### src/rtl/interboard_msg_sender_pkg.sv
// interboard_pkg: shared state encoding and GameControl message defaults for the interboard link
package interboard_pkg;
  typedef enum logic [2:0] {RST_SIG, IDLE, LOAD, REQ, REL} ib_state_e;
  localparam int GC_DATA_W = 6;
  localparam int GC_NUM_FIELDS = 6;
  localparam logic [GC_DATA_W-1:0] IB_RST_CODE = '1;
endpackage

### src/rtl/interboard_msg_sender_fifo.sv
// ib_msg_fifo: synchronous message FIFO with registered full/empty flags
module ib_msg_fifo #(
  parameter int W = 36,
  parameter int DEPTH = 4
) (
  input  logic         clk,
  input  logic         rst,
  input  logic         push,
  input  logic [W-1:0] din,
  input  logic         pop,
  output logic [W-1:0] dout,
  output logic         full,
  output logic         empty
);
  localparam int AW = $clog2(DEPTH);
  logic [W-1:0] mem [DEPTH];
  logic [AW-1:0] wr_ptr, rd_ptr;
  logic [AW:0] cnt, cnt_n;
  logic do_push, do_pop;
  always_comb begin
    do_push = push && !full;
    do_pop = pop && !empty;
    cnt_n = cnt + (AW+1)'(do_push) - (AW+1)'(do_pop);
  end
  assign dout = mem[rd_ptr];
  always_ff @(posedge clk) begin
    if (do_push) mem[wr_ptr] <= din;
  end
  always_ff @(posedge clk) begin
    if (rst) begin
      wr_ptr <= '0;
      rd_ptr <= '0;
      cnt <= '0;
      full <= 1'b0;
      empty <= 1'b1;
    end else begin
      wr_ptr <= wr_ptr + AW'(do_push);
      rd_ptr <= rd_ptr + AW'(do_pop);
      cnt <= cnt_n;
      full <= cnt_n == (AW+1)'(DEPTH);
      empty <= cnt_n == '0;
    end
  end
endmodule

### src/rtl/interboard_msg_sender.sv
// interboard_msg_sender: queues multi-field messages and sends each field over a 4-phase Request/Ack link
module interboard_msg_sender
  import interboard_pkg::*;
#(
  parameter int DATA_W = GC_DATA_W,
  parameter int NUM_FIELDS = GC_NUM_FIELDS,
  parameter int FIFO_DEPTH = 4,
  parameter int RST_HOLD = 10,
  parameter int ACK_TIMEOUT = 0
) (
  input  logic                         clk,
  input  logic                         rst,
  input  logic                         msg_valid,
  input  logic [NUM_FIELDS*DATA_W-1:0] msg_fields,
  output logic                         msg_ready,
  input  logic                         Ack,
  output logic                         Request,
  output logic [DATA_W-1:0]            interboard_data,
  output logic                         busy,
  output logic                         msg_done,
  output logic                         timeout_err
);
  localparam int FW = NUM_FIELDS*DATA_W;
  localparam int IW = NUM_FIELDS > 1 ? $clog2(NUM_FIELDS) : 1;
  localparam int HW = $clog2(RST_HOLD+1);
  localparam int TW = $clog2(ACK_TIMEOUT+2);
  ib_state_e state;
  logic ack_m, ack_s, armed, fifo_empty, fifo_full, last, tmo, req_done, rel_done, pop;
  logic [FW-1:0] shreg, fifo_dout;
  logic [IW-1:0] field_idx;
  logic [HW-1:0] hold_cnt;
  logic [TW-1:0] wait_cnt;
  ib_msg_fifo #(.W(FW), .DEPTH(FIFO_DEPTH)) u_fifo (
    .clk(clk),
    .rst(rst),
    .push(msg_valid && msg_ready),
    .din(msg_fields),
    .pop(pop),
    .dout(fifo_dout),
    .full(fifo_full),
    .empty(fifo_empty)
  );
  always_comb begin
    msg_ready = !fifo_full && state != RST_SIG;
    busy = state != IDLE || !fifo_empty;
    last = field_idx == IW'(NUM_FIELDS-1);
    tmo = ACK_TIMEOUT != 0 && wait_cnt == TW'(ACK_TIMEOUT) && (state == REQ || state == REL);
    req_done = state == REQ && armed && ack_s;
    rel_done = state == REL && !ack_s;
    pop = (rel_done && last) || (tmo && !req_done && !rel_done);
  end
  always_ff @(posedge clk) begin
    if (rst) begin
      ack_m <= 1'b0;
      ack_s <= 1'b0;
    end else begin
      ack_m <= Ack;
      ack_s <= ack_m;
    end
  end
  always_ff @(posedge clk) begin
    if (rst) begin
      state <= RST_SIG;
      Request <= 1'b1;
      interboard_data <= '1;
      hold_cnt <= '0;
      wait_cnt <= '0;
      field_idx <= '0;
      armed <= 1'b0;
      shreg <= '0;
      msg_done <= 1'b0;
      timeout_err <= 1'b0;
    end else begin
      msg_done <= 1'b0;
      timeout_err <= 1'b0;
      case (state)
        RST_SIG: begin
          if (hold_cnt == HW'(RST_HOLD-1)) begin
            state <= IDLE;
            Request <= 1'b0;
            interboard_data <= '0;
          end else hold_cnt <= hold_cnt + HW'(1);
        end
        IDLE: begin
          if (!fifo_empty) begin
            shreg <= fifo_dout;
            field_idx <= '0;
            state <= LOAD;
          end
        end
        LOAD: begin
          interboard_data <= shreg[field_idx*DATA_W +: DATA_W];
          wait_cnt <= '0;
          armed <= 1'b0;
          state <= REQ;
        end
        REQ: begin
          if (req_done) begin
            Request <= 1'b0;
            wait_cnt <= '0;
            state <= REL;
          end else if (tmo) begin
            Request <= 1'b0;
            timeout_err <= 1'b1;
            state <= IDLE;
          end else begin
            Request <= 1'b1;
            armed <= armed || !ack_s;
            wait_cnt <= wait_cnt + TW'(1);
          end
        end
        REL: begin
          if (rel_done) begin
            msg_done <= last;
            field_idx <= last ? field_idx : field_idx + IW'(1);
            state <= last ? IDLE : LOAD;
          end else if (tmo) begin
            timeout_err <= 1'b1;
            state <= IDLE;
          end else wait_cnt <= wait_cnt + TW'(1);
        end
        default: state <= IDLE;
      endcase
    end
  end
endmodule

### config.mk
export PLATFORM = sky130hd
export DESIGN_NAME = interboard_msg_sender
export DESIGN_NICKNAME = d
export VERILOG_FILES = /design/src/rtl/interboard_msg_sender_pkg.sv /design/src/rtl/interboard_msg_sender_fifo.sv /design/src/rtl/interboard_msg_sender.sv
export SDC_FILE = /design/constraint.sdc
export NUM_CORES = 1
export LEC_CHECK = 0
export BUFFER_PORTS_ARGS = -buffer_cell sky130_fd_sc_hd__buf_2
export CAP_MARGIN = 10
export CORE_ASPECT_RATIO = 0.6
export CORE_UTILIZATION = 40
export DETAILED_ROUTE_END_ITERATION = 7
export GPL_ROUTABILITY_DRIVEN = 0
export HOLD_SLACK_MARGIN = 0.12
export PLACE_DENSITY = 0.67
export SYNTH_ARGS = -nofsm -noshare
export SYNTH_HDL_FRONTEND = slang
export SYNTH_HIERARCHICAL = 1
export SYNTH_SLANG_ARGS = --single-unit
### constraint.sdc
create_clock -name clk -period 4.8 [get_ports clk]
set_input_delay 0.96 -clock clk [delete_from_list [all_inputs] [get_ports clk]]
set_output_delay 0.96 -clock clk [all_outputs]
set_load 0.005 [all_outputs]
==> qor.txt <==
Mapped Nets = 565
CTS Hold Bufs = 0
prevailing post-synth register cell = edfxtp_1
Syn-to-layout area delta = 14.27%
most frequent cells after synthesis = edfxtp_1, nand2_1, dfxtp_1
setup bufs post-CTS = 0
DRC = 0
via count = 4,425
worst slew pin tran = 1.157 ns
clock latency on the worst-skew pair = 0.49 ns
Crit path arrival time = 3.49 ns
worst path required time = 5.19 ns
Post-synth ARST share = 0
post-synth cell types = 46
most numerous cell on the critical path = ha_1
PortBufs = 49
CP max stage delay = 0.79 ns
Fillers = 1,693
startpoint types = flip-flop
TritonCTS clock tree = built
CTS sink cnt = 210
Leak = 3.043 nW
Net Switching = 681.0 uW
placed insts = 811
setup tns final = 0 ns
synthesized instance count = 518
Initial Utilization = 0.4168
overall die width = 185.6 um
crit-path max FO = 15
CP Buf/Inv Count = 1
core area = 19,420 um2
clock slew at reported path FFs = 0.06 ns
top cell type's share of synthesized area = 0.5342
pin count of the biggest net entering global routing = 66
GRT overflow = 0
final instance count without filler cells = 847
Total Wirelength = 15.46 mm
status = complete, no violations
# IOs = 51
Longest Clk Path Bufs = 3
vias in the first global route = 4,432
Worst VDD drop = 247.4 uV
final hold violations = 0
Final Max Slew Viols = 0
cts bufs inserted = 20
Critical Path Sink Type = flip-flop
TritonRoute pass-1 iters = 5
WL/cell = 18.25 um
post-synthesis sequential area ratio = 0.6975
Final ANT Viol Nets = 0
die area = 20,830 um2
layout cells sized above 1 = 0.2444
slew margin rel. = 0.2284
initial antenna violation count = 0
RSZ-0062 raised after global routing = no
total global-route track usage = 0.1554
Post-synth EDFFs = 144
delay-heaviest family, CP = adder cells
Synth Area per Inst = 15.63 um2
Die Ht = 112.2 um
DP HPWL = 9.898 mm
Inserted Diodes = 0
Sw Share = 0.1916
part of the power in combinational logic = 0.014
synthesis-stage register bit count = 210
pwr dens = 384.3 nW/um2
Ys Warns = 6
crit-path cells = ha_1 > nand2_1 > nor3_1 > nor2b_1 > xor2_1 > ha_1 > inv_1 > fa_1 > xnor2_1 > a31o_2
Synth area leader = edfxtp_1
slowest CP cell = dfxtp_1
Setup Skew = 0.007332 ns
Flop pwr share = 0.545
Mapped Area = 8094 um2
DR vias/cell = 5.224
critical path class = flip-flop to flip-flop
Clk pwr share = 0.442
htree depth = 1
Max Fclk = 322.0 MHz
final critical-path share of the clock period = 0.6471
Min-Delay Path Class = flip-flop to flip-flop
number of core rows = 39
Resize count post-CTS = 0
synth top area cells = edfxtp_1, dfxtp_1, mux4_2
setup violators final = 0
max capacitance violation total = 0
CTS Root Cell = clkbuf_16
global-route wire length before repair = 24.74 mm
internal power = 2.873 mW
count leader, synth = edfxtp_1
nets = 614
Tmin final = 3.106 ns
DRT iter0 DRCs = 383
## area by class of cell
cell class / count / area, um2 / area share
inverter: 4 / 15.01 / 0.001623
clock inverter: 7 / 73.82 / 0.007982
clock buffer: 29 / 595.6 / 0.06439
multi-input combinational: 274 / 2267 / 0.2451
sequential: 210 / 5647 / 0.6105
tap: 266 / 332.8 / 0.03598
timing repair buffer: 57 / 317.8 / 0.03436
## final timing paths
path | slack, ns | startpoint | depth (start not counted) | endpoint
hold / removal | 0.44 | interboard_data[0] | 2 | interboard_data[0]
setup reg to reg | 1.69 | field_idx[0] | 10 | u_fifo/empty
setup / recovery | 1.69 | field_idx[0] | 10 | u_fifo/empty
hold reg to reg | 0.44 | interboard_data[0] | 2 | interboard_data[0]
## worst min-delay path, stage by stage, from the launching register on
cell,delay [ns]
dfxtp_1,0.31
nand2_1,0.05
nand2_1,0.04
## per-layer routing
| layer | global-route usage | wire, um | up-vias |
|---|---|---|---|
| li1 | - | - | 2040 |
| met1 | 0.2510 | 8039 | 2252 |
| met2 | 0.2157 | 6409 | 119 |
| met3 | 0.02985 | 789 | 14 |
| met4 | 0.03169 | 219 | 0 |
| met5 | 0 | 0 | - |
## through the flow
stage	total power [mW]	util	hold slack, ns	worst slack (ns)	area (um2)
detailed placement	2.024	0.4418	0.4379	1.619	8579
finish	3.554	0.4762	0.4401	1.694	9249
global route	3.665	0.4762	0.4660	1.414	9249
floorplan	1.992	-	0.4138	0.2293	8094
global placement	2.021	0.4418	0.4224	1.702	8579
CTS	3.595	0.4762	0.4463	1.680	9249
## state kept, by name (all words and copies together), names as in the netlist
name,flops
u_fifo/rd_ptr,2
hold_cnt,4
armed,1
interboard_data,6
u_fifo/cnt,3
msg_done,1
u_fifo/wr_ptr,2
ack_m,1
u_fifo/full,1
u_fifo/empty,1
state,3
ack_s,1
shreg,36
u_fifo/mem,144
field_idx,3
Request,1
## cells in the final DEF, fill, tap and decap left out, drive strengths merged, types with 4 or more instances in the layout
cell and count:
edfxtp 144, nand2 94, dfxtp 66, buf 57, mux4 42, a21oi 41, clkbuf 29, nor2 19
nor2b 7, nand2b 6, mux2 6, a221oi 6, xor2 6, ha 6, inv 5, nor3 5
clkinv 5, xnor2 4
## kinds of logic (layout without fill, tap and decap cells)
family / after synthesis / in the layout / synth area share
multiplexers: 48 / 48 / 0.1266
other: 1 / 1 / 0.0004633
AND/OR/NAND/NOR: 150 / 150 / 0.08564
XOR/XNOR: 10 / 10 / 0.01082
AO/OA/AOI/OAI: 58 / 58 / 0.04251
adder cells (fa/ha/maj): 7 / 7 / 0.01175
flip-flops: 210 / 210 / 0.6975
buffers and inverters: 34 / 97 / 0.02473
## power groups by stage
| stage | logic, mW | registers [mW] | clock network, mW |
|---|---|---|---|
| 2_1_floorplan | 0.0155 | 1.98 | 0 |
| 3_3_place_gp | 0.0452 | 1.98 | 0 |
| 3_5_place_dp | 0.0481 | 1.98 | 0 |
| 4_1_cts | 0.0484 | 1.94 | 1.61 |
| 5_1_grt | 0.0538 | 1.94 | 1.68 |
| 6_report | 0.0480 | 1.94 | 1.57 |
No activity file was read; power rests on OpenSTA's default activity.
